[src/rtl/dp_pkg.sv]
`default_nettype none
// ============================================================================
//  Module      : dp_pkg
//  Description : Shared dataplane definitions. Provides the port-index width
//                helper, the ingress arbiter state enum and an Avalon-ST beat
//                struct for the default 32-bit, two-port configuration.
//  Revision    : 1.0 - initial release
// ============================================================================
package dp_pkg;

    localparam int c_dp_data_width  = 32;
    localparam int c_dp_empty_width = 2;
    localparam int c_dp_port_width  = 1;

    // Width of a port index: clog2(n), never narrower than one bit.
    function automatic int port_w(input int n);
        return (n <= 2) ? 1 : $clog2(n);
    endfunction

    typedef enum logic [0:0] {
        IDLE   = 1'b0,
        LOCKED = 1'b1
    } arb_state_t;

    // Avalon-ST beat at the default widths.
    typedef struct packed {
        logic [c_dp_data_width-1:0]  data;
        logic                        sop;
        logic                        eop;
        logic [c_dp_empty_width-1:0] empty;
        logic [c_dp_port_width-1:0]  port;
    } dp_beat_t;

endpackage
`default_nettype wire

[src/rtl/dp_rr_select.sv]
`default_nettype none
// ============================================================================
//  Module      : dp_rr_select
//  Description : Combinational round-robin priority picker. Searches req
//                starting at ptr+1, wrapping modulo N, and grants the first
//                requester found.
//  Ports       : req        - request vector
//                ptr        - index of the most recent winner
//                gnt_onehot - one-hot grant (all zero when nothing requests)
//                gnt_idx    - binary index of the grant (0 when none)
//  Revision    : 1.0 - initial release
// ============================================================================
module dp_rr_select
    import dp_pkg::*;
#(
    parameter int N     = 2,
    parameter int PTR_W = port_w(N)
) (
    input  logic [N-1:0]     req,
    input  logic [PTR_W-1:0] ptr,
    output logic [N-1:0]     gnt_onehot,
    output logic [PTR_W-1:0] gnt_idx
);

    always_comb begin
        logic             v_found;
        logic [PTR_W-1:0] v_idx;
        v_found    = 1'b0;
        v_idx      = '0;
        gnt_onehot = '0;
        gnt_idx    = '0;
        for (int k = 1; k <= N; k++) begin
            v_idx = PTR_W'((int'(ptr) + k) % N);
            if (!v_found && req[v_idx]) begin
                v_found             = 1'b1;
                gnt_onehot[v_idx]   = 1'b1;
                gnt_idx             = v_idx;
            end
        end
    end

endmodule
`default_nettype wire

[src/rtl/dp_ingress_arbiter.sv]
`default_nettype none
// ============================================================================
//  Module      : dp_ingress_arbiter
//  Description : Packet-granular round-robin merge of N_PORTS Avalon-ST RX
//                streams into one dataplane ingress stream. A grant is held
//                from SOP to EOP; every output beat carries its source port.
//                Enabled non-SOP beats seen in IDLE are framing errors and are
//                acked and discarded.
//  Ports       : clk, rst                     - clock, sync active-high reset
//                in_data/valid/ready/sop/eop/empty - per-port input streams
//                port_en                      - per-port arbitration enable
//                out_data/valid/ready/sop/eop/empty/port - merged stream
//                busy                         - high while a packet is locked
//                pkt_cnt, drop_cnt, stats_clr - statistics, present only when
//                                               DP_INGRESS_ARB_STATS_EN is defined
//  Revision    : 1.0 - initial release
// ============================================================================
module dp_ingress_arbiter
    import dp_pkg::*;
#(
    parameter int N_PORTS     = 2,
    parameter int DATA_WIDTH  = 32,
    parameter int EMPTY_WIDTH = 2,
    parameter int PORT_W      = port_w(N_PORTS)
) (
    input  logic                           clk,
    input  logic                           rst,
    input  logic [N_PORTS*DATA_WIDTH-1:0]  in_data,
    input  logic [N_PORTS-1:0]             in_valid,
    output logic [N_PORTS-1:0]             in_ready,
    input  logic [N_PORTS-1:0]             in_sop,
    input  logic [N_PORTS-1:0]             in_eop,
    input  logic [N_PORTS*EMPTY_WIDTH-1:0] in_empty,
    input  logic [N_PORTS-1:0]             port_en,
    output logic [DATA_WIDTH-1:0]          out_data,
    output logic                           out_valid,
    input  logic                           out_ready,
    output logic                           out_sop,
    output logic                           out_eop,
    output logic [EMPTY_WIDTH-1:0]         out_empty,
    output logic [PORT_W-1:0]              out_port,
`ifdef DP_INGRESS_ARB_STATS_EN
    input  logic                           stats_clr,
    output logic [N_PORTS*32-1:0]          pkt_cnt,
    output logic [N_PORTS*16-1:0]          drop_cnt,
`endif
    output logic                           busy
);

    typedef struct packed {
        logic [DATA_WIDTH-1:0]  data;
        logic                   sop;
        logic                   eop;
        logic [EMPTY_WIDTH-1:0] empty;
        logic [PORT_W-1:0]      port;
    } beat_t;

    arb_state_t        r_state;
    logic [PORT_W-1:0] r_ptr;
    logic [PORT_W-1:0] r_grant;
    logic              r_out_valid;
    beat_t             r_out;
    logic              r_busy;

    logic               w_slot_free;
    logic [N_PORTS-1:0] w_eligible;
    logic [N_PORTS-1:0] w_frame_err;
    logic [N_PORTS-1:0] w_sel_onehot;
    logic [PORT_W-1:0]  w_sel_idx;
    logic               w_sel_any;
    logic [PORT_W-1:0]  w_cur_idx;
    logic               w_take;
    beat_t              w_beat;

    // The output register can load when empty or draining this cycle.
    assign w_slot_free = !r_out_valid || out_ready;

    for (genvar i = 0; i < N_PORTS; i++) begin : g_req
        localparam logic [PORT_W-1:0] c_idx = PORT_W'(i);

        assign w_eligible[i]  = in_valid[i] && in_sop[i] && port_en[i];
        assign w_frame_err[i] = in_valid[i] && !in_sop[i] && port_en[i];

        // In IDLE a port is acked either as the SOP winner or as a framing
        // error being flushed; in LOCKED only the granted port is served.
        assign in_ready[i] = w_slot_free &&
                             ((r_state == IDLE) ? (w_sel_onehot[i] || w_frame_err[i])
                                                : (r_grant == c_idx));
    end

    dp_rr_select #(
        .N     (N_PORTS),
        .PTR_W (PORT_W)
    ) u_rr_select (
        .req        (w_eligible),
        .ptr        (r_ptr),
        .gnt_onehot (w_sel_onehot),
        .gnt_idx    (w_sel_idx)
    );

    assign w_sel_any = |w_sel_onehot;
    assign w_cur_idx = (r_state == IDLE) ? w_sel_idx : r_grant;
    assign w_take    = w_slot_free && ((r_state == IDLE) ? w_sel_any : in_valid[r_grant]);

    always_comb begin
        w_beat = '0;
        for (int i = 0; i < N_PORTS; i++) begin
            if (w_cur_idx == PORT_W'(i)) begin
                w_beat.data  = in_data[i*DATA_WIDTH +: DATA_WIDTH];
                w_beat.sop   = in_sop[i];
                w_beat.eop   = in_eop[i];
                w_beat.empty = in_empty[i*EMPTY_WIDTH +: EMPTY_WIDTH];
            end
        end
        w_beat.port = w_cur_idx;
    end

    always_ff @(posedge clk) begin
        if (rst) begin
            r_state     <= IDLE;
            r_ptr       <= PORT_W'(N_PORTS - 1);
            r_grant     <= '0;
            r_out_valid <= 1'b0;
            r_out       <= '0;
            r_busy      <= 1'b0;
        end else begin
            if (w_slot_free) begin
                r_out_valid <= w_take;
                if (w_take) begin
                    r_out <= w_beat;
                end
            end
            case (r_state)
                IDLE: begin
                    if (w_take) begin
                        r_ptr   <= w_sel_idx;
                        r_grant <= w_sel_idx;
                        // A single-beat packet never leaves IDLE.
                        if (!w_beat.eop) begin
                            r_state <= LOCKED;
                            r_busy  <= 1'b1;
                        end
                    end
                end
                LOCKED: begin
                    // Enable changes and stray SOPs are ignored until EOP.
                    if (w_take && w_beat.eop) begin
                        r_state <= IDLE;
                        r_busy  <= 1'b0;
                    end
                end
                default: begin
                    r_state <= IDLE;
                    r_busy  <= 1'b0;
                end
            endcase
        end
    end

    assign out_valid = r_out_valid;
    assign out_data  = r_out.data;
    assign out_sop   = r_out.sop;
    assign out_eop   = r_out.eop;
    assign out_empty = r_out.empty;
    assign out_port  = r_out.port;
    assign busy      = r_busy;

`ifdef DP_INGRESS_ARB_STATS_EN
    for (genvar i = 0; i < N_PORTS; i++) begin : g_stats
        localparam logic [PORT_W-1:0] c_idx = PORT_W'(i);

        logic [31:0] r_pkt_cnt;
        logic [15:0] r_drop_cnt;
        logic        w_fwd_eop;
        logic        w_drop;

        assign w_fwd_eop = w_take && w_beat.eop && (w_cur_idx == c_idx);
        assign w_drop    = w_slot_free && (r_state == IDLE) && w_frame_err[i];

        always_ff @(posedge clk) begin
            if (rst || stats_clr) begin
                r_pkt_cnt  <= '0;
                r_drop_cnt <= '0;
            end else begin
                if (w_fwd_eop) begin
                    r_pkt_cnt <= r_pkt_cnt + 32'd1;
                end
                if (w_drop) begin
                    r_drop_cnt <= r_drop_cnt + 16'd1;
                end
            end
        end

        assign pkt_cnt[i*32 +: 32]  = r_pkt_cnt;
        assign drop_cnt[i*16 +: 16] = r_drop_cnt;
    end
`endif

endmodule
`default_nettype wire

[config.mk]
export PLATFORM = sky130hd
export DESIGN_NAME = dp_ingress_arbiter
export DESIGN_NICKNAME = d
export VERILOG_FILES = /design/src/rtl/dp_pkg.sv /design/src/rtl/dp_rr_select.sv /design/src/rtl/dp_ingress_arbiter.sv
export SDC_FILE = /design/constraint.sdc
export NUM_CORES = 1
export LEC_CHECK = 0
export CAP_MARGIN = 30
export CORE_AREA = 2 2 98 100
export DETAILED_ROUTE_END_ITERATION = 7
export DIE_AREA = 0 0 100 102
export GPL_ROUTABILITY_DRIVEN = 0
export PLACE_DENSITY = 0.56
export SKIP_LAST_GASP = 1
export SLEW_MARGIN = 5
export SYNTH_ARGS = -nofsm -noshare
export SYNTH_HDL_FRONTEND = slang
export SYNTH_SLANG_ARGS = --single-unit
[constraint.sdc]
create_clock -name clk -period 2.6 [get_ports clk]
set_clock_uncertainty 0.05 [all_clocks]
set_input_delay 0.78 -clock clk [delete_from_list [all_inputs] [get_ports clk]]
set_output_delay 0.78 -clock clk [all_outputs]
set_load 0.03 [all_outputs]
==> After elaboration in Yosys (flattened, before gate mapping) <==
Cells that the tools add are included.
{ "totals": {"input_bits": 79, "out_inout_bits": 41, "elab_cells": 77, "regBits": 42} }
{ "classes": {"bitwise": 3, "n_reduce_logical": 26, "n_lt_le_gt_ge": 5, "n_eq_ne": 3, "n_addsub": 2, "muxes": 28} }
{ "op_table": {"columns": ["operator", "count"], "rows": [
  ["2-to-1 mux 36 bit", 1],
  ["2-to-1 mux 1 bit", 21],
  ["logical AND 1 bit", 15],
  ["less-than comparator 1 x 2 -> 1 bit (second input constant)", 3],
  ["zero test 1 bit", 4],
  ["2-to-1 mux 2 bit", 2],
  ["inequality test 2 bit (second input constant)", 2],
  ["case mux 1 bit (2 select lines)", 2],
  ["AND reduction 2 bit", 2],
  ["logical OR 1 bit", 3],
  ["AND reduction 3 bit", 1],
  ["adder 1 bit (second input constant)", 2],
  ["demux 1 bit (select 1 bit)", 2],
  ["greater-or-equal comparator 1 bit (second input constant)", 2],
  ["inequality test 2 x 1 -> 1 bit (second input constant)", 1],
  ["NOT 1 bit", 2],
  ["OR 2 bit", 1],
  ["OR reduction 2 bit", 1]
]} }

==> Logic depth before layout (Yosys ltp) <==
{ "depth": {"depth_word": 14, "mapped_depth": 7, "mapped_depth_nobuf": 4} }

==> By module <==
From an unflattened synthesis, not the netlist that was laid out.
{ "hier_totals": {"cells_unflattened": 205, "area_unflattened_um2": 1916.8} }
{ "by_module_without_submodules": {"columns": ["mod", "area_each_um2", "instances", "cells_per_inst", "seq_area_each_um2"], "rows": [
  ["dp_ingress_arbiter", 1890.6, 1, 201, 840.8],
  ["dp_rr_select", 26.3, 1, 4, 0.0]
]} }

==> Least setup slack after synthesis <==
Ideal clock, no wire load.
{ "synth_path": {"kind": "in2out", "start": "in port_en[0]", "end": "out in_ready[1]", "cell_stages": 5, "path_buffers": 2, "slack_ns": -0.217, "arrival_time_ns": 1.987, "required_ns": 1.770, "path_cell_list": "and4_1 o21a_1 buf_4 buf_2 a21oi_1"} }
{ "synth_via": {"elab_chain_cells": 10, "elab_cells_between_ends": 14, "cone_classes": "8 x mux; 1 x bitwise; 5 x reduce/logical"} }
{ "synth_lines": {"columns": ["item", "line_no", "text"], "rows": [
  ["start: declaration", "dp_ingress_arbiter.sv:34", "input logic [N_PORTS-1:0] port_en,"],
  ["logical AND 1 bit (*)", "dp_ingress_arbiter.sv:81", "assign w_eligible[i] = in_valid[i] && in_sop[i] && port_en[i];"],
  ["2-to-1 mux 1 bit (implied by the code) (2 in a row)", "dp_rr_select.sv:34", "if (!v_found && req[v_idx]) begin"],
  ["2-to-1 mux 1 bit", "dp_rr_select.sv:34", null],
  ["zero test 1 bit", "dp_rr_select.sv:34", null],
  ["logical AND 1 bit", "dp_rr_select.sv:34", null],
  ["2-to-1 mux 2 bit (*)", "dp_rr_select.sv:34", null],
  ["logical OR 1 bit (*)", "dp_ingress_arbiter.sv:87", "((r_state == IDLE) ? (w_sel_onehot[i] || w_frame_err[i])"],
  ["2-to-1 mux 1 bit (*)", "dp_ingress_arbiter.sv:87", null],
  ["logical AND 1 bit (*)", "dp_ingress_arbiter.sv:86", "assign in_ready[i] = w_slot_free &&"],
  ["end: declaration", "dp_ingress_arbiter.sv:30", "output logic [N_PORTS-1:0] in_ready,"]
]} }
Mark *: on every way between the ends. The rest lies on a longest branch, timed or not. The select of a mux whose other input is x is not followed.

==> Final worst setup path <==
Ends and elaborated chain as after synthesis.

==> flow_summary.json <==
{
  "period_needed_ns": 2.57,
  "die_x_microns": 100,
  "peakVddDrop_mv": 0.214,
  "cts_made_buffers": 5,
  "die_h_microns": 102,
  "wl_met1_microns": 3140,
  "synth_seq_cells": 42,
  "cts_tree": "yes",
  "rsz0062_at_grt": "no",
  "end_kind": "primary output",
  "worstHoldPathCells": 2,
  "yosys.area.top_type": "dfxtp_1",
  "nets": 450,
  "hpwlAfterDp_microns": 5060,
  "cts.sinks": 42,
  "synth_ff_type": "dfxtp_1",
  "dieArea_sq_um": 10200,
  "wl_met2_microns": 3570,
  "synth_area_leaders": "dfxtp_1, a311oi_2, nand2_1",
  "dr.pass1.iters": 4,
  "io_pins": 120,
  "hold_violations": 0,
  "dpl-instance-area_sq_um": 3700,
  "grt_use_total": 0.142,
  "wl_met3_microns": 551,
  "worstHoldStart": "out_sop",
  "required_ns": 1.77,
  "synth_edf_count": 0,
  "grt_antenna_before_repair": 0,
  "drv_cap": 0,
  "crit_path_top_delay_cell": "dlygate4sd2_1",
  "async_reset_ff_frac": 0,
  "leakagePower_nw": 1.35,
  "syn_inst": 250,
  "arrival_ns": 1.74,
  "synth_top_cell_area_share": 0.361,
  "timing.slew.headroom": 0.649,
  "clock.fmax_ghz": 0.389,
  "fin_crit_sh": 0.989,
  "status": "finished, final reports clean",
  "io_buffers": 119,
  "setup_viol": 0,
  "crit_buf_inv": 2,
  "start_util": 0.255,
  "yosysMostFrequentCell": "nand2_1",
  "num_rows": 35,
  "num_vias": 2358,
  "grt_pass1_wl_microns": 11500,
  "syn_area_per_cell_sq_um": 9.31,
  "grt_max_degree": 42,
  "cellPowerDensity_nw_per_um2": 517,
  "critPathLaunchType": "input port",
  "area_delta_synth_final_pct": 62.7,
  "drive_gt1_frac": 0.210,
  "clkTransAtPathRegs_ns": 0.08,
  "hp-class": "flop to flop",
  "clk_latency_ns": 0.29,
  "highest_layer": "met4",
  "clockBufferDepth": 2,
  "fin_area_sq_um": 3790,
  "slew_violations": 0,
  "r2r_cells": 5,
  "grt_pass1_vias": 2359,
  "synth_area_sq_um": 2330,
  "tightestPinTransition_ns": 0.526,
  "crit_fanout": 2,
  "ys.warnings.count": 0,
  "critPathLaunch": "port_en[0]",
  "cpPeakStageDelay_ns": 0.24,
  "htreeDepth": 2,
  "ant_nets": 0,
  "drt_iter0_drc": 51,
  "criticalPathCategory": "input port to primary output",
  "cts_root_buf": "clkbuf_8",
  "routed_via_density": 4.88,
  "yosys-top-cells-count": "nand2_1, dfxtp_1, a21oi_1",
  "path_depth": 5,
  "wl_microns": 7330,
  "synth-seq-area-share": 0.361,
  "coreArea_sq_um": 9110,
  "wl_per_cell_microns": 15.2,
  "cp_cell_sequence": "dlygate4sd2_1 -> and4_1 -> o21a_1 -> a21oi_4 -> buf_6",
  "synth_fp_nets": 329,
  "grt-ovfl-total": 0,
  "utilization": 0.416,
  "drc_errors": 0,
  "crit_family": "buffers and inverters",
  "antenna_cells": 0,
  "ys_types": 36
}
-- power by group --
group	switching, W	total, W	internal (W)
Sequential	0.0000433	0.000757	0.000713
Clock	0.000239	0.000428	0.000189
Combinational	0.000394	0.000774	0.000380
-- per-stage QoR --
step           worst slack, ns  hold slack, ns  total power, W  std cells  setup TNS, ns
2_1_floorplan           0.0308           0.426         0.00122        250              0
3_3_place_gp            -0.174           0.429         0.00155        475          -2.51
3_5_place_dp            -0.204           0.431         0.00155        475          -3.16
4_1_cts                 0.0116           0.452         0.00200        483              0
5_1_grt                0.00455           0.492         0.00208        483              0
6_report                0.0277           0.445         0.00196        483              0
-- cells in the final DEF (no fill, tap or decap), types with 2 or more instances in the layout --
cell type / instances
a311oi_1: 5
clkbuf_8: 5
a211o_1: 2
clkdlybuf4s50_1: 110
nor2_1: 3
a211oi_1: 2
nand3_1: 2
nor3_1: 4
o2bb2ai_1: 2
mux2i_1: 3
clkdlybuf4s15_1: 2
dfxtp_1: 42
nand2b_1: 2
a311oi_2: 29
a21oi_2: 9
nand4_1: 2
nand2_1: 71
buf_12: 6
dlygate4sd2_1: 4
buf_4: 16
a21oi_1: 30
-- path summary, 6_finish.rpt --
check,end,slack (ns)
worst min register to register,out_sop,0.44
worst max register to register,out_data[19],0.57
worst max-delay path,in_ready[1],0.03
worst min-delay path,out_sop,0.44
-- sequential cells by signal, indices dropped and copies added (netlist names), named ones only --
register / flops
out_sop: 1
out_valid: 1
out_empty: 2
r_grant: 1
busy: 1
out_eop: 1
out_data: 32
out_port: 1
r_ptr: 1
-- repair_timing --
item                       in CTS  in global routing
setup buffers                   0                  0
setup endpoints to repair       2                  1
hold buffers                    0                  0
pin swaps                       3                  1
gates resized for setup         9                  0
-- final cells by class --
| type | count | area [sq um] |
|---|---|---|
| sequential | 42 | 841 |
| inverter | 1 | 3.75 |
| timing repair buffer | 140 | 1410 |
| fill | 935 | 5320 |
| tap | 111 | 139 |
| clock inverter | 3 | 21.3 |
| multi-input combinational | 181 | 1300 |
| clock buffer | 5 | 68.8 |
-- logic make-up after synthesis --
logic type,synth area share
flops,0.361
simple gates,0.176
compound gates,0.357
mux,0.0194
buf+inv,0.0860
-- routing by layer --
layer	global-route usage	vias to the layer above
li1	-	1157
met1	0.170	1115
met2	0.249	81
met3	0.0417	5
met4	0.0390	0
met5	0	-
-- worst reg2reg max path: stages, from the launching register on --
cell and delay [ns]:
dfxtp_1 0.62, nand4b_4 0.25, o21a_1 0.21, buf_4 0.41, nand2_1 0.13, a311oi_2 0.28
No activity file was read; power rests on OpenSTA's default activity.
